===== src/rtl/fp_div_seq.sv =====
// Sequential IEEE-754 single-precision divider: restoring mantissa division,
// one quotient bit per cycle, truncating rounding, denormals flushed to zero.
module fp_div_seq (
    input  logic        clk,
    input  logic        rst_n,
    input  logic        in_valid,
    output logic        in_ready,
    input  logic [31:0] a,
    input  logic [31:0] b,
    output logic        out_valid,
    input  logic        out_ready,
    output logic [31:0] result,
    output logic        dz
);

    typedef enum logic [1:0] {IDLE, DIVIDE, NORM, DONE} state_t;

    state_t r_state;
    state_t w_nextState;

    logic [31:0] r_a;
    logic [31:0] r_b;
    logic [25:0] r_rem;
    logic [24:0] r_quot;
    logic [4:0]  r_cnt;
    logic [31:0] r_result;
    logic        r_dz;

    logic        w_aExpMax, w_bExpMax, w_aZero, w_bZero;
    logic        w_aNan, w_bNan, w_aInf, w_bInf;
    logic        w_special, w_signIn, w_specDz;
    logic [31:0] w_specResult;

    logic [25:0] w_remCur, w_divisor, w_remNext;
    logic        w_ge;

    logic signed [9:0] w_exp;
    logic [22:0]       w_mant;
    logic              w_signReg;

    assign w_aExpMax = &a[30:23];
    assign w_bExpMax = &b[30:23];
    assign w_aZero   = ~|a[30:23];
    assign w_bZero   = ~|b[30:23];
    assign w_aNan    = w_aExpMax & (|a[22:0]);
    assign w_bNan    = w_bExpMax & (|b[22:0]);
    assign w_aInf    = w_aExpMax & ~(|a[22:0]);
    assign w_bInf    = w_bExpMax & ~(|b[22:0]);
    assign w_special = w_aExpMax | w_bExpMax | w_aZero | w_bZero;
    assign w_signIn  = a[31] ^ b[31];

    // Priority matters: NaN-producing combinations first, then inf/x before x/0.
    always_comb begin
        w_specResult = {w_signIn, 31'h0};
        w_specDz     = 1'b0;
        if (w_aNan || w_bNan || (w_aZero && w_bZero) || (w_aInf && w_bInf)) begin
            w_specResult = 32'h7FC00000;
        end else if (w_aInf) begin
            w_specResult = {w_signIn, 8'hFF, 23'h0};
        end else if (w_bZero) begin
            w_specResult = {w_signIn, 8'hFF, 23'h0};
            w_specDz     = 1'b1;
        end else begin
            w_specResult = {w_signIn, 31'h0};
        end
    end

    // The first divide step reads the dividend mantissa straight from the operand register.
    assign w_remCur  = (r_cnt == 5'd0) ? {2'b01, r_a[22:0]} : r_rem;
    assign w_divisor = {2'b01, r_b[22:0]};
    assign w_ge      = (w_remCur >= w_divisor);
    assign w_remNext = w_ge ? (w_remCur - w_divisor) : w_remCur;

    assign w_signReg = r_a[31] ^ r_b[31];
    assign w_exp     = $signed({2'b00, r_a[30:23]}) - $signed({2'b00, r_b[30:23]})
                     + (r_quot[24] ? 10'sd127 : 10'sd126);
    assign w_mant    = r_quot[24] ? r_quot[23:1] : r_quot[22:0];

    always_ff @(posedge clk) begin
        if (!rst_n) begin
            r_state <= IDLE;
        end else begin
            r_state <= w_nextState;
        end
    end

    always_comb begin
        w_nextState = r_state;
        in_ready    = 1'b0;
        out_valid   = 1'b0;
        case (r_state)
            IDLE: begin
                in_ready = 1'b1;
                if (in_valid) begin
                    w_nextState = w_special ? DONE : DIVIDE;
                end
            end
            DIVIDE: begin
                if (r_cnt == 5'd24) begin
                    w_nextState = NORM;
                end
            end
            NORM: begin
                w_nextState = DONE;
            end
            DONE: begin
                out_valid = 1'b1;
                if (out_ready) begin
                    w_nextState = IDLE;
                end
            end
            default: begin
                w_nextState = IDLE;
            end
        endcase
    end

    always_ff @(posedge clk) begin
        if (!rst_n) begin
            r_a      <= 32'h0;
            r_b      <= 32'h0;
            r_rem    <= 26'h0;
            r_quot   <= 25'h0;
            r_cnt    <= 5'h0;
            r_result <= 32'h0;
            r_dz     <= 1'b0;
        end else begin
            case (r_state)
                IDLE: begin
                    if (in_valid) begin
                        r_a    <= a;
                        r_b    <= b;
                        r_rem  <= 26'h0;
                        r_quot <= 25'h0;
                        r_cnt  <= 5'h0;
                        if (w_special) begin
                            r_result <= w_specResult;
                            r_dz     <= w_specDz;
                        end
                    end
                end
                DIVIDE: begin
                    r_quot <= {r_quot[23:0], w_ge};
                    r_rem  <= w_remNext << 1;
                    r_cnt  <= r_cnt + 5'd1;
                end
                NORM: begin
                    r_dz <= 1'b0;
                    if (w_exp >= 10'sd255) begin
                        r_result <= {w_signReg, 8'hFF, 23'h0};
                    end else if (w_exp <= 10'sd0) begin
                        r_result <= {w_signReg, 31'h0};
                    end else begin
                        r_result <= {w_signReg, w_exp[7:0], w_mant};
                    end
                end
                default: begin
                end
            endcase
        end
    end

    assign result = r_result;
    assign dz     = r_dz;

endmodule


===== config.mk =====
export PLATFORM = sky130hd
export DESIGN_NAME = fp_div_seq
export DESIGN_NICKNAME = d
export VERILOG_FILES = /design/src/rtl/fp_div_seq.sv
export SDC_FILE = /design/constraint.sdc
export NUM_CORES = 1
export LEC_CHECK = 0
export ABC_AREA = 1
export BUFFER_PORTS_ARGS = -buffer_cell sky130_fd_sc_hd__buf_2
export CORE_MARGIN = 2
export CORE_UTILIZATION = 50
export CTS_BUF_LIST = sky130_fd_sc_hd__clkbuf_4 sky130_fd_sc_hd__clkbuf_8 sky130_fd_sc_hd__clkbuf_16
export DETAILED_ROUTE_END_ITERATION = 12
export PLACE_DENSITY = 0.7
export SLEW_MARGIN = 10
export SYNTH_ARGS = -nofsm -noshare
export SYNTH_HDL_FRONTEND = slang
export SYNTH_SLANG_ARGS = --single-unit

===== constraint.sdc =====
create_clock -name clk -period 4.2 [get_ports clk]
set_clock_uncertainty 0.05 [all_clocks]
set_input_delay 0.63 -clock clk [delete_from_list [all_inputs] [get_ports clk]]
set_output_delay 0.63 -clock clk [all_outputs]
set_load 0.02 [all_outputs]

Word-level counts from Yosys, hierarchy flattened
Cells that the tools add are included.
{"block": "word_totals", "regBits": 155, "in_bits": 68, "out_inout_bits": 35, "elab_cells": 86}
{"block": "op_classes", "addsub": 4, "magnitude_cmp": 3, "eq_ne": 8, "mux": 31, "bitwise": 11, "reduce_logical": 21}
{"op": "2-to-1 mux 31 bit", "n": 4}
{"op": "2-to-1 mux 32 bit", "n": 3}
{"op": "one-hot mux 32 bit (2 select lines)", "n": 1}
{"op": "2-to-1 mux 26 bit", "n": 2}
{"op": "one-hot mux 26 bit (2 select lines)", "n": 1}
{"op": "2-to-1 mux 25 bit", "n": 2}
{"op": "one-hot mux 25 bit (2 select lines)", "n": 1}
{"op": "OR reduction 23 bit", "n": 2}
{"op": ">= comparator 26 x 24 -> 1 bit", "n": 1}
{"op": "subtractor 25 x 24 -> 25 bit", "n": 1}
{"op": "2-to-1 mux 23 bit", "n": 1}
{"op": "AND reduction 8 bit", "n": 2}
{"op": "OR reduction 8 bit", "n": 2}
{"op": "adder 9 x 8 -> 10 bit", "n": 1}
{"op": ">= comparator 10 x 9 -> 1 bit (second input constant)", "n": 1}
{"op": "<= comparator 10 x 1 -> 1 bit (second input constant)", "n": 1}
{"op": "one-hot mux 5 bit (2 select lines)", "n": 1}
{"op": "subtractor 8 x 8 -> 9 bit", "n": 1}
{"op": "2-to-1 mux 1 bit", "n": 8}
{"op": "2-to-1 mux 2 bit", "n": 4}
{"op": "inequality test 2 bit (second input constant)", "n": 4}
{"op": "one-hot mux 2 bit (4 select lines)", "n": 1}
{"op": "AND reduction 3 bit", "n": 2}
{"op": "adder 5 x 1 -> 5 bit (second input constant)", "n": 1}
{"op": "16 further kinds", "n": 30}

Logic depth before layout (Yosys ltp)
Gate-level depths: netlist of the first run.
{"block": "logic_depth", "depth_word": 9, "mapped_depth": 23, "mapped_depth_nobuf": 21}

Worst setup path after synthesis of the first run
OpenSTA, ideal clock, no wires.
{"block": "synth_path", "path_kind": "flip-flop to flip-flop", "start": "reg r_cnt[0]", "end": "reg r_rem[20]", "setup_ns": 0.132, "arrival_time_ns": 3.123, "required_time_ns": 4.018, "slack_ns": 0.895, "stages_incl_launch_ff": 23, "n_path_buf": 3, "synth_period_minus_slack_ns": 3.305, "path_cell_list": "dfxtp_1 -> inv_1 -> ha_1 -> inv_1 -> nor2_1 -> nand2_1 -> clkbuf_1 -> clkbuf_1 -> nand2_1 -> o21ai_0 -> inv_1 -> fa_1 -> o21ai_2 -> nand2_1 -> nand2_1 -> nand4_1 -> nand3_1 -> nand2_1 -> nand2_2 -> buf_2 -> o21ai_0 -> o211ai_1 -> a21oi_1"}
{"block": "synth_via", "elab_chain_cells": 5, "elab_cells_between_ends": 6, "cone_classes": "add/sub (1); order compare (1); mux (3); reduce/logical (1)"}
{"element": "start: declaration", "line_no": "25", "rtl": "logic [4:0] r_cnt;"}
{"element": "start signal: assignment", "line_no": "145", "rtl": "r_cnt <= r_cnt + 5'd1;"}
{"element": "logical NOT 5 bit *", "line_no": "69", "rtl": "assign w_remCur = (r_cnt == 5'd0) ? {2'b01, r_a[22:0]} : r_rem;"}
{"element": "2-to-1 mux 26 bit *", "line_no": "69"}
{"element": "subtractor 25 x 24 -> 25 bit / >= comparator 26 x 24 -> 1 bit (equally long branches)", "line_no": "72, 71"}
{"element": "2-to-1 mux 25 bit *", "line_no": "72", "rtl": "assign w_remNext = w_ge ? (w_remCur - w_divisor) : w_remCur;"}
{"element": "one-hot mux 26 bit (2 select lines) *", "line_no": "128", "rtl": "case (r_state)"}
{"element": "end signal: assignment", "line_no": "144", "rtl": "r_rem <= w_remNext << 1;"}
{"element": "end: declaration", "line_no": "23", "rtl": "logic [25:0] r_rem;"}
Every way passes the cells marked *; elsewhere a longest branch is shown, timed or not.
A chain may end at the register's enable or synchronous reset.

Worst setup path after layout of the first run
{"block": "layout_path", "start": "reg r_cnt[0]", "end": "reg r_rem[3]"}
Same word-level chain as after synthesis.

==> flow_summary_export.csv, run 1 <==
group,metric,value,unit
power,combPwrFrac,57.9,%
clock_network,cts_resized,0,
layout,drive_above_1_share,14.6,%
global_routing,grt_pass1_wl,38300,um
clock_network,cts-root-buf,"clkbuf_16",
placed_design,port_buffers,102,
yosys,syn-cell-area,9070,um^2
die,num_rows,49,
setup_path,crit_path_max_incr_delay,0.39,ns
die,die_area,19200,um^2
min_path,hold_path_end,"r_a[15]",
setup_path,worst_r2r_endpoint,"r_rem[3]",
yosys,muxShareOfSynthArea,0,%
yosys,seq_area_frac_synth,34.0,%
setup_path,crit_buf_inv,4,
sta,maxSlewHeadroom,37.2,%
setup_path,crit_family,"simple AND/OR/NAND/NOR gates",
min_path,holdPathStages,2,
power,max-vdd-ir-drop,0.000598,V
setup_path,startpoint_type,"flop",
yosys,synthSimpleGateAreaFrac,27.7,%
clock_network,clock_path_buffers,2,
clock_network,cts_tree,"built",
routing,drc_errors,0,
sta,fmax,267,MHz
global_routing,track_usage,23.7,%
layout,final_common_cell,"nand2_1",
yosys,yosys.area_share.adder,5.82,%
routing,first_iter_violations,649,
clock_network,clk_latency,0.42,ns
setup_path,path_cells,"inv_1 -> ha_1 -> inv_1 -> nor2_1 -> nand2_1 -> buf_4 -> o21ai_0 -> ha_1 -> nand2_1 -> o21ai_2 -> nand2_1 -> nand2_1 -> nand4_1 -> nand3_1 -> nand2_1 -> nand2_2 -> buf_4 -> o21ai_0 -> o211ai_1 -> a21oi_1",
yosys,synth_xor_area_share,1.74,%
setup_path,rr_startpoint,"r_cnt[0]",
clock_network,numCtsBuffers,17,
routing,ant_nets,0,
yosys,syn_inst,1351,
clock_network,cts_hold_buffers,0,
min_path,hold_start,"r_a[15]",
routing,dr.pass1.iters,5,
layout,final_nets,1524,
min_path,min_path_type,"flop to flop",
placed_design,pre_cts_slack,0.546,ns
routing,wl_per_cell,13.8,um
global_routing,antenna_found_initial,0,
die,die_w,139,um
die,die_h,139,um
sta,drv_slew,0,
setup_path,cp.required,4.45,ns
clock_network,post_cts_buffers,0,
routing,viasPerCell,5.31,
setup_path,arrival,3.99,ns
sta,tightest_slew,0.941,ns
yosys,syn_area_per_cell,6.71,um^2
global_routing,grt_max_degree,119,
clock_network,cts_sinks,154,
setup_path,path_depth,20,
power,seq_power_share,22.7,%
sta,tns,0,ns
sta,fin_crit_sh,89.1,%
yosys,ys_types,45,
layout,fillers,1789,
layout,antenna_cells,0,
clock_network,path_clk_slew,0.07,ns
setup_path,crit_fanout,28,
die,fp.coreArea,17900,um^2
layout,syn_to_final_growth,13.3,%
routing,routed_wl,22800,um
placed_design,hpwl,16700,um
yosys,synthArstFlopShare,0,%
yosys,syn_nets,1460,
placed_design,gp_congestion,0.963,
setup_path,cp_common_cell,"nand2_1",
power,p_switching,4100,uW
yosys,synth-edff-count,0,
power,swShare,49.2,%
setup_path,regToRegSetupSlack,0.46,ns
yosys,synthFlopType,"dfxtp_1",
global_routing,grt_pass1_vias,8074,
setup_path,ff2ff_path_depth,20,
power,p_per_area,811,nW/um^2
sta,finalHoldViolations,0,
power,p_leak,0.00436,uW
setup_path,end_kind,"flop",
clock_network,h-tree-depth,4,
yosys,yosys_warnings,0,
layout,layout_common_cells,"nand2_1, a21oi_1, dfxtp_1, o21ai_0, inv_1",
sta,finalSetupViolCount,0,
status,status,"complete, no violations",
power,p_int,4240,uW
yosys,synth-seq-cells,154,
setup_path,worst_path_max_delay_cell,"ha_1",
sta,rsz0062_at_grt,"false",
die,initial_core_util,50.7,%
setup_path,path_class,"flop to flop",
routing,vias,8794,
power,p_clk_share,19.4,%
yosys,synth_compound_area_share,21.5,%
sta,period_minus_slack,3.74,ns
global_routing,gr-total-overflow,0,
yosys,synth_top_family_by_area,"simple AND/OR/NAND/NOR gates",
job,maxCapViolations,0,
die,ioPinCount,103,
sta,fin_ws,0.460,ns
==> state kept, by name, summed over array words and instances, names as in the netlist <==
| register | count |
|---|---|
| r_a | 32 |
| r_b | 32 |
| result | 32 |
| r_quot | 25 |
| r_rem | 25 |
| r_cnt | 5 |
| r_state | 2 |
| dz | 1 |
==> metal layers <==
metal / vias to the layer above / wire length (um) / GRT usage [%]
met4: 0 / 283 / 6.22
met3: 22 / 1100 / 4.87
met5: - / 0 / 0
met1: 3978 / 11700 / 34.0
met2: 188 / 9700 / 36.7
li1: 4606 / - / -
==> power groups by stage <==
| stage | clock network [uW] | logic (uW) | registers, uW |
|---|---|---|---|
| after floorplan | 0 | 3910 | 1950 |
| after global placement | 0 | 4720 | 1910 |
| after detailed placement | 0 | 4770 | 1920 |
| after CTS | 1650 | 4800 | 1890 |
| after global routing | 1710 | 5490 | 1920 |
| final | 1620 | 4830 | 1890 |
==> Yosys cell counts, types with 10 or more instances <==
library cell  number  share of area, %
nand2_1          303                13
a21oi_1          174               9.6
dfxtp_1          154                34
o21ai_0          153               8.4
inv_1            132               5.5
nor2_1            88               3.6
nand3_1           64               3.5
clkbuf_1          57               2.4
ha_1              39               5.4
nor3_1            35               1.9
nand3_2           19               2.1
nand2_2           16               1.1
o211ai_1          13               1.1
a21oi_2           12               1.2
nor4_1            12              0.83
xnor2_1           10              0.97
==> how the worst max path moves through the flow <==
stage | startpoint | end | slack [ns]
final | r_cnt[0] | r_rem[3] | 0.46
after global routing | r_cnt[0] | r_rem[3] | 0.12
after floorplan | r_cnt[0] | r_rem[20] | 0.90
after detailed placement | r_cnt[0] | r_rem[3] | 0.55
after CTS | r_cnt[0] | r_rem[3] | 0.53
after global placement | r_cnt[0] | r_rem[3] | 0.64
==> worst min-delay path, stage by stage (launching register included) <==
cell and delay, ns:
dfxtp_1 0.30, inv_1 0.06, a21oi_1 0.05
==> metrics by stage <==
step                util [%]  instance area [um^2]  power, uW  cells  hold WS, ns
floorplan                  -                  9070       5860   1351        0.375
global placement        53.9                  9650       6630   1625        0.391
detailed placement      53.9                  9650       6690   1625        0.397
CTS                     57.4                 10300       8330   1657        0.407
global route            57.4                 10300       9110   1657        0.420
finish                  57.4                 10300       8340   1657        0.404
==> cell families (layout without fill, tap and decap cells) <==
group                      count (synthesis)  in the layout
DFF                                      154            154
AOI/OAI and AO/OA                        367            367
buffers and inverters                    210            287
adders and majority gates                 41             41
and+or+nand+nor                          561            561
xor gates and xnor gates                  18             18
==> cell type report <==
class	count	area (um^2)	area share [%]
clock buffers	20	460	4.48
clock inverters	12	161	1.57
inverters	142	533	5.19
multi-input cells	987	5160	50.2
flip-flops and latches	154	3080	30.0
well taps	229	287	2.79
repair buffers	113	593	5.77
Power figures use the tool's default switching activity.
==> run 2, diff against run 1 <==
--- a/config.mk
+++ b/config.mk
@@ -11,6 +11,8 @@
 export CORE_UTILIZATION = 50
 export CTS_BUF_LIST = sky130_fd_sc_hd__clkbuf_4 sky130_fd_sc_hd__clkbuf_8 sky130_fd_sc_hd__clkbuf_16
 export DETAILED_ROUTE_END_ITERATION = 12
+export GPL_TIMING_DRIVEN = 0
+export HOLD_SLACK_MARGIN = 0.08
 export PLACE_DENSITY = 0.7
 export SLEW_MARGIN = 10
 export SYNTH_ARGS = -nofsm -noshare
==> run 2 against run 1 <==
Compared with the run above:
- largest cell class unchanged
- non-clock buffer count up 55
- maximum frequency down 1.7%
- clock power up 5%
- via count up 6.1%
- final cell count up 3.3%
- core utilization up 1.3 points
- largest power group unchanged
- worst hold slack worse by 0.0030 ns
- die area unchanged
- routed wire length up 15%
- critical path depth down 1
- clock-buffer cell count unchanged
- register-to-register slack worse by 0.07 ns
==> flow_summary_export.csv, run 2 (same netlist as run 1, synthesis figures left out) <==
group,metric,value,unit
clock_network,post_cts_buffers,0,
layout,layout_common_cells,"nand2_1, a21oi_1, dfxtp_1, o21ai_0, inv_1",
clock_network,numCtsBuffers,17,
routing,first_iter_violations,740,
setup_path,end_kind,"flop",
sta,tightest_slew,0.720,ns
setup_path,worst_path_max_delay_cell,"ha_1",
die,die_h,139,um
routing,ant_nets,0,
layout,fillers,1748,
global_routing,grt_max_degree,17,
layout,antenna_cells,0,
layout,final_nets,1579,
clock_network,cts-root-buf,"clkbuf_16",
min_path,min_path_type,"flop to flop",
routing,wl_per_cell,15.3,um
placed_design,placed_area,9860,um^2
sta,rsz0062_at_grt,"false",
layout,drive_above_1_share,14.2,%
sta,fin_ws,0.394,ns
routing,vias,9331,
setup_path,rr_startpoint,"r_cnt[0]",
job,maxCapViolations,0,
setup_path,cp_common_cell,"nor2_1",
setup_path,arrival,4.05,ns
setup_path,startpoint_type,"flop",
setup_path,cp.required,4.44,ns
min_path,holdPathStages,2,
setup_path,worst_r2r_endpoint,"r_rem[10]",
routing,dr.pass1.iters,5,
clock_network,clk_latency,0.43,ns
die,initial_core_util,50.7,%
setup_path,crit_path_max_incr_delay,0.39,ns
min_path,hold_path_end,"r_a[14]",
setup_path,path_cells,"inv_1 -> ha_1 -> inv_1 -> nor2_1 -> nand2_2 -> clkbuf_4 -> o21ai_0 -> ha_1 -> a21oi_1 -> nor2_1 -> nor2_1 -> nor2_1 -> o21ai_1 -> nand3_1 -> nand2_1 -> nand2_2 -> clkbuf_2 -> o21ai_0 -> a21oi_1",
die,num_rows,49,
clock_network,h-tree-depth,4,
clock_network,path_clk_slew,0.06,ns
die,die_area,19200,um^2
sta,fin_crit_sh,90.6,%
power,p_per_area,847,nW/um^2
min_path,hold_start,"r_a[14]",
setup_path,crit_start,"r_cnt[0]",
setup_path,ff2ff_path_depth,19,
placed_design,gp_congestion,0.917,
sta,fin_worst_hold_slack,0.401,ns
global_routing,grt_pass1_wl,42200,um
clock_network,cts_hold_buffers,0,
placed_design,port_buffers,101,
layout,final_common_cell,"nand2_1",
global_routing,grt_pass1_vias,8375,
placed_design,hpwl,20100,um
layout,syn_to_final_growth,15.9,%
layout,post-route-util,58.7,%
power,p_leak,0.00445,uW
setup_path,crit_fanout,12,
global_routing,gr-total-overflow,0,
clock_network,clock_path_buffers,2,
clock_network,cts_resized,3,
die,fp.coreArea,17900,um^2
routing,drc_errors,0,
setup_path,path_class,"flop to flop",
setup_path,regToRegSetupSlack,0.39,ns
clock_network,cts_tree,"built",
sta,fmax,263,MHz
global_routing,track_usage,26.8,%
placed_design,pre_cts_slack,-0.134,ns
routing,routed_wl,26100,um
sta,finalHoldViolations,0,
layout,design_area,10500,um^2
power,max-vdd-ir-drop,0.000421,V
clock_network,cts_sinks,154,
routing,viasPerCell,5.45,
die,ioPinCount,103,
sta,drv_slew,0,
sta,period_minus_slack,3.81,ns
sta,maxSlewHeadroom,52.0,%
global_routing,antenna_found_initial,0,
sta,finalSetupViolCount,0,
status,status,"complete, no violations",
die,die_w,139,um
run 2: cell count changes in the layout (fill, tap and decap cells not counted), moves of 2 or more:
cell / delta
clkbuf_1: +52
buf_4: -9
buf_6: +5
clkbuf_2: +4
buf_2: +2
run 2: how the worst max path moves through the flow:
stage / slack [ns] / cells after the start / endpoint
after floorplan: 0.90 / 22 / r_rem[20]
after global placement: -0.1 / 20 / r_rem[9]
after detailed placement: -0.13 / 20 / r_rem[9]
after CTS: 0.03 / 20 / r_rem[9]
after global routing: 0.02 / 20 / r_rem[9]
final: 0.39 / 19 / r_rem[10]
run 2: routing by layer:
layer	vias up	GRT usage, %	wire, um
li1	4723	-	-
met1	4269	38.9	12600
met2	310	41.3	11400
met3	29	5.11	1880
met4	0	6.49	357
met5	-	0	0
run 2: final cells by class:
| cell class | count | area, um^2 | area share [%] |
|---|---|---|---|
| multi-input cells | 987 | 5150 | 49.0 |
| flip-flops and latches | 154 | 3080 | 29.3 |
| inverters | 142 | 533 | 5.07 |
| repair buffers | 101 | 505 | 4.81 |
| clock buffers | 20 | 460 | 4.38 |
| plain buffers | 67 | 309 | 2.94 |
| well taps | 229 | 287 | 2.72 |
| clock inverters | 12 | 186 | 1.77 |
run 2: power by group:
group | leakage, uW | switching (uW) | internal (uW)
combinational | 0.00288 | 3630 | 1690
clock | 0.000313 | 655 | 1040
sequential | 0.00126 | 126 | 1760
run 2: stage by stage:
stage          setup TNS (ns)  total power [uW]  instances
2_1_floorplan               0              5860       1351
3_3_place_gp           -0.129              7050       1681
3_5_place_dp           -0.225              7100       1681
4_1_cts                     0              8830       1713
5_1_grt                     0              9620       1712
6_report                    0              8900       1712
run 2: worst max-delay path, delay by kind of cell, from the launching register on:
family,cells,cell delay (ns)
compound gates,5,1.10
buf+inv,4,0.64
simple gates,8,0.99
flops,1,0.33
fa+ha+maj,2,0.55
